`src/rtl/raybox_reg_pkg.sv`:
```
// Shared definitions for the raybox SPI register loader and its consumers.
// Field widths, loader FSM states and named register slots.
package raybox_reg_pkg;

   localparam int CMD_W     = 4;
   localparam int DATA_W    = 16;
   localparam int WORD_BITS = CMD_W + DATA_W;

   typedef enum logic [1:0] {
      IDLE  = 2'd0,
      SHIFT = 2'd1,
      DONE  = 2'd2
   } loader_state_t;

   // Register slots as seen by the renderer.
   localparam int REG_SKY   = 0;
   localparam int REG_FLOOR = 1;
   localparam int REG_LEAK  = 2;

endpackage

```
`src/rtl/input_sync.sv`:
```
// Parameterised-width two-flop synchronizer with a per-bit reset value,
// used to bring asynchronous pad signals into the system clock domain.
module input_sync #(
   parameter int               WIDTH     = 1,
   parameter logic [WIDTH-1:0] RESET_VAL = '0
) (
   input  logic             i_clk,
   input  logic             i_reset,
   input  logic [WIDTH-1:0] i_d,
   output logic [WIDTH-1:0] o_q
);

   logic [WIDTH-1:0] s1;

   always_ff @(posedge i_clk) begin
      if (i_reset) begin
         s1  <= RESET_VAL;
         o_q <= RESET_VAL;
      end else begin
         s1  <= i_d;
         o_q <= s1;
      end
   end

endmodule

```
`src/rtl/spi_reg_loader.sv`:
```
// Oversampled SPI (mode 0, MSB first) register loader: decodes cmd+data words
// into shadow registers and commits pending ones to live outputs on a frame strobe.
module spi_reg_loader
   import raybox_reg_pkg::*;
#(
   parameter int REG_COUNT = 8,
   parameter int CMD_W     = raybox_reg_pkg::CMD_W,
   parameter int DATA_W    = raybox_reg_pkg::DATA_W
) (
   input  logic                        i_clk,
   input  logic                        i_reset,
   input  logic                        i_reg_csb,
   input  logic                        i_reg_sclk,
   input  logic                        i_reg_mosi,
   input  logic                        i_commit,
   output logic [REG_COUNT*DATA_W-1:0] o_regs,
   output logic [REG_COUNT-1:0]        o_pending,
   output logic                        o_word_strobe,
   output logic                        o_bad_cmd,
   output logic                        o_busy
);

   localparam int WORD_BITS = CMD_W + DATA_W;
   localparam int CNT_W     = $clog2(WORD_BITS + 1);

   logic [2:0]           sync_q;
   logic                 csb_s;
   logic                 sclk_s;
   logic                 mosi_s;
   logic                 sclk_s3;
   logic                 rise;

   loader_state_t        state;
   logic [CNT_W-1:0]     bit_cnt;
   logic [WORD_BITS-1:0] shift_reg;
   logic                 land;
   logic                 busy;

   logic [CMD_W-1:0]     cmd_f;
   logic [DATA_W-1:0]    data_f;
   logic                 cmd_ok;

   logic [DATA_W-1:0]    shadow [REG_COUNT];
   logic [DATA_W-1:0]    live   [REG_COUNT];
   logic [REG_COUNT-1:0] pending;
   logic                 strobe;
   logic                 bad;

   // Idle pad levels: csb deasserted, sclk low, mosi low.
   input_sync #(
      .WIDTH     (3),
      .RESET_VAL (3'b100)
   ) u_sync (
      .i_clk   (i_clk),
      .i_reset (i_reset),
      .i_d     ({i_reg_csb, i_reg_sclk, i_reg_mosi}),
      .o_q     (sync_q)
   );

   assign csb_s  = sync_q[2];
   assign sclk_s = sync_q[1];
   assign mosi_s = sync_q[0];
   assign rise   = sclk_s & ~sclk_s3;

   always_ff @(posedge i_clk) begin
      if (i_reset) begin
         sclk_s3 <= 1'b0;
      end else begin
         sclk_s3 <= sclk_s;
      end
   end

   // Word framing. 'land' marks the single cycle after the last bit arrives.
   always_ff @(posedge i_clk) begin
      if (i_reset) begin
         state     <= IDLE;
         bit_cnt   <= '0;
         shift_reg <= '0;
         land      <= 1'b0;
         busy      <= 1'b0;
      end else begin
         land <= 1'b0;
         case (state)
            IDLE: begin
               if (!csb_s) begin
                  bit_cnt <= '0;
                  state   <= SHIFT;
                  busy    <= 1'b1;
               end
            end
            SHIFT: begin
               if (csb_s) begin
                  state <= IDLE;
                  busy  <= 1'b0;
               end else if (rise) begin
                  shift_reg <= {shift_reg[WORD_BITS-2:0], mosi_s};
                  bit_cnt   <= bit_cnt + 1'b1;
                  if (bit_cnt == CNT_W'(WORD_BITS - 1)) begin
                     state <= DONE;
                     land  <= 1'b1;
                  end
               end
            end
            DONE: begin
               if (csb_s) begin
                  state <= IDLE;
                  busy  <= 1'b0;
               end
            end
            default: begin
               state <= IDLE;
               busy  <= 1'b0;
            end
         endcase
      end
   end

   assign cmd_f  = shift_reg[WORD_BITS-1 -: CMD_W];
   assign data_f = shift_reg[DATA_W-1:0];
   assign cmd_ok = (int'(cmd_f) < REG_COUNT);

   // Commit reads pre-write shadow/pending; a same-cycle landing word stays pending.
   always_ff @(posedge i_clk) begin
      if (i_reset) begin
         for (int k = 0; k < REG_COUNT; k++) begin
            shadow[k] <= '0;
            live[k]   <= '0;
         end
         pending <= '0;
         strobe  <= 1'b0;
         bad     <= 1'b0;
      end else begin
         strobe <= 1'b0;
         bad    <= 1'b0;
         if (i_commit) begin
            for (int k = 0; k < REG_COUNT; k++) begin
               if (pending[k]) begin
                  live[k]    <= shadow[k];
                  pending[k] <= 1'b0;
               end
            end
         end
         if (land) begin
            if (cmd_ok) begin
               for (int k = 0; k < REG_COUNT; k++) begin
                  if (int'(cmd_f) == k) begin
                     shadow[k]  <= data_f;
                     pending[k] <= 1'b1;
                  end
               end
               strobe <= 1'b1;
            end else begin
               bad <= 1'b1;
            end
         end
      end
   end

   always_comb begin
      o_regs = '0;
      for (int k = 0; k < REG_COUNT; k++) begin
         o_regs[k*DATA_W +: DATA_W] = live[k];
      end
   end

   assign o_pending     = pending;
   assign o_word_strobe = strobe;
   assign o_bad_cmd     = bad;
   assign o_busy        = busy;

endmodule
```
`config.mk`:
```
export PLATFORM = sky130hd
export DESIGN_NAME = spi_reg_loader
export DESIGN_NICKNAME = d
export VERILOG_FILES = /design/src/rtl/raybox_reg_pkg.sv /design/src/rtl/input_sync.sv /design/src/rtl/spi_reg_loader.sv
export SDC_FILE = /design/constraint.sdc
export NUM_CORES = 1
export LEC_CHECK = 0
export ABC_AREA = 1
export BUFFER_PORTS_ARGS = -buffer_cell sky130_fd_sc_hd__buf_2
export CAP_MARGIN = 5
export CORE_ASPECT_RATIO = 1.1
export CORE_MARGIN = 4
export CORE_UTILIZATION = 55
export DETAILED_ROUTE_END_ITERATION = 7
export GPL_ROUTABILITY_DRIVEN = 0
export PLACE_DENSITY = 0.87
export SLEW_MARGIN = 25
export SYNTH_ARGS = -nofsm -noshare
export SYNTH_HDL_FRONTEND = slang
export SYNTH_SLANG_ARGS = --single-unit
export TNS_END_PERCENT = 10
```
`constraint.sdc`:
```
create_clock -name i_clk -period 2.9 [get_ports i_clk]
set_clock_uncertainty 0.2 [all_clocks]
set_input_delay 0.725 -clock i_clk [delete_from_list [all_inputs] [get_ports i_clk]]
set_output_delay 0.725 -clock i_clk [all_outputs]
set_load 0.05 [all_outputs]
```
==> metrics.yaml <==
sta:
  rsz0062_at_grt: "false"
  finalCriticalPeriod_ns: 2.21
  worst_pin_slew_ns: 0.734
  finalCritPeriodShare_pct: 76.2
  setup_violations: 0
  fin_ws_ns: 0.689
  fmax_mhz: 452
  maxSlewViolCount: 0
  setup_tns_ns: 0
  finalHoldViolations: 0
  slew_headroom_pct: 50.9
drt:
  drt-vias-per-instance: 5.16
  drt_iter0_markers: 658
  ant_nets: 0
  drt-total-wl_um: 23600
  wire_per_inst_um: 17.6
  drtPass1Iterations: 5
  route.detailed.drc: 0
  route.vias.total: 6922
yosys:
  synth_area_um2: 11200
  synth_nets: 921
  yosysTopAreaCell: "edfxtp_1"
  ys_ff_latch: 302
  yosysWarnings: 0
  ys_types: 26
  synthTopCellsByArea: "edfxtp_1 (69%), nor2_1 (8.9%), dfxtp_1 (8.2%)"
  ys_seq_area_share_pct: 76.9
  synth.top_cell.area_share_pct: 68.7
  syn_inst: 911
  avgSynthCellArea_um2: 12.3
power:
  power_frac_seq_pct: 54.8
  switching_power_mw: 2.01
  intPower_mw: 6.90
  p_leak_nw: 5.41
  p_sw_share_pct: 22.5
  pwr-share-clk_pct: 39.4
  power_density_nw_per_um2: 684
  p_comb_share_pct: 5.8
  ir_drop_mv: 0.465
floorplanning:
  rows: 54
  fp.dieH_um: 158
  die_w_um: 144
  core_um2: 19900
  die_area_um2: 22700
  top_level_ports: 145
  initial_core_util_pct: 56.2
finish:
  diodes: 0
  layout_common_cells: "nor2_1 (265), edfxtp_1 (256), inv_1 (185)"
  fin_nets: 1077
  post-route-util_pct: 65.4
  syn_to_final_growth_pct: 16.4
  drive_above_1_share_pct: 19.5
  final_common_cell: "nor2_1"
  fill_cells: 1322
setup_path:
  crit_family: "flip-flops"
  path_class: "reg -> out"
  required_ns: 1.98
  cp.arrival_ns: 1.29
  critPathMaxFanout: 4
  path_buf_inv: 1
  cp_slowest_cell: "dfxtp_1"
  critical_path.max_stage_delay_ns: 0.42
  end_kind: "output port"
  crit_chain: "buf_2"
  critPathLaunchType: "flip-flop"
cts:
  numCtsBuffers: 28
  clk_pin_slew_ns: 0.07
  clk_path_buf_depth: 3
  cts_hold_buf: 0
  cts_root_buf: "clkbuf_16"
  clk_latency_ns: 0.54
  ctsResizeCount: 0
  h-tree-depth: 1
  cts_tree: "done"
  postCtsSetupBuffers: 0
  cts_sinks: 302
global_routing:
  globalRouteOverflowTotal: 0
  grt_pass1_vias: 6627
  grt_max_degree: 67
  grt_pass1_wl_um: 36000
  antenna_found_initial: 0
  track_usage_pct: 20.6
placement:
  place_hpwl_um: 15800
  placement.io_buffers: 144
  dpl_worst_slack_ns: 0.337
worst_hold_path:
  hold_class: "in -> reg"
outcome:
  status: "complete, no violations"
run:
  drv_cap: 0
## metrics by stage
stage | hold slack (ns) | cell area [um2] | instances | power (mW)
floorplan | 0.188 | 11200 | 911 | 5.35
global placement | 0.192 | 12100 | 1289 | 5.48
detailed placement | 0.198 | 12100 | 1289 | 5.49
CTS | 0.153 | 13000 | 1341 | 8.93
global route | 0.160 | 13000 | 1341 | 9.17
finish | 0.169 | 13000 | 1341 | 8.91
## routing by layer
metal | wire length, um | vias up | GRT usage [%]
met3 | 2150 | 81 | 3.78
met2 | 11700 | 379 | 35.6
met5 | 0 | - | 0
met1 | 8730 | 3243 | 25.8
li1 | - | 3219 | -
met4 | 976 | 0 | 8.61
## cells by family (layout without fill, tap and decap cells)
kind of cell	after synthesis	after routing	synth area share, %
adder cells (fa/ha/maj)	4	4	0.447
AND/OR/NAND/NOR	348	348	12.7
buffers and inverters	216	394	7.80
flip-flops	302	302	76.9
AO/OA/AOI/OAI	41	41	2.21
## Yosys cell counts, drive strengths merged
cell type,instances
clkbuf,2
or2,2
nand3,19
inv,189
a22oi,15
buf,25
dfxtp,46
nor2,268
nor4,1
nand4,3
o21ai,7
nor3,3
ha,4
edfxtp,256
o31ai,2
nand2,52
a21oi,17
## power groups by stage
stage	combinational [mW]	sequential, mW	clock, mW
6_report	0.517	4.88	3.51
5_1_grt	0.547	4.89	3.73
2_1_floorplan	0.133	5.22	0
3_5_place_dp	0.516	4.98	0
4_1_cts	0.520	4.89	3.53
3_3_place_gp	0.506	4.97	0
## cell type report
class | count | area (um2) | share of cell area, %
Sequential cell | 302 | 8610 | 66.1
Multi-Input combinational cell | 393 | 1720 | 13.2
Timing Repair Buffer | 153 | 788 | 6.05
Clock buffer | 39 | 783 | 6.01
Inverter | 189 | 709 | 5.45
Tap cell | 252 | 315 | 2.42
Clock inverter | 13 | 98.8 | 0.759
## worst paths after layout
path | startpoint | endpoint | slack, ns | cells after the start
setup / recovery | o_pending[1] | o_pending[1] | 0.69 | 1
hold / removal | i_reg_csb | u_sync.s1[2] | 0.17 | 2
setup reg to reg | shift_reg[16] | shadow[1][7] | 0.86 | 5
hold reg to reg | u_sync.s1[1] | u_sync.o_q[1] | 0.21 | 2
Power figures use the tool's default switching activity.
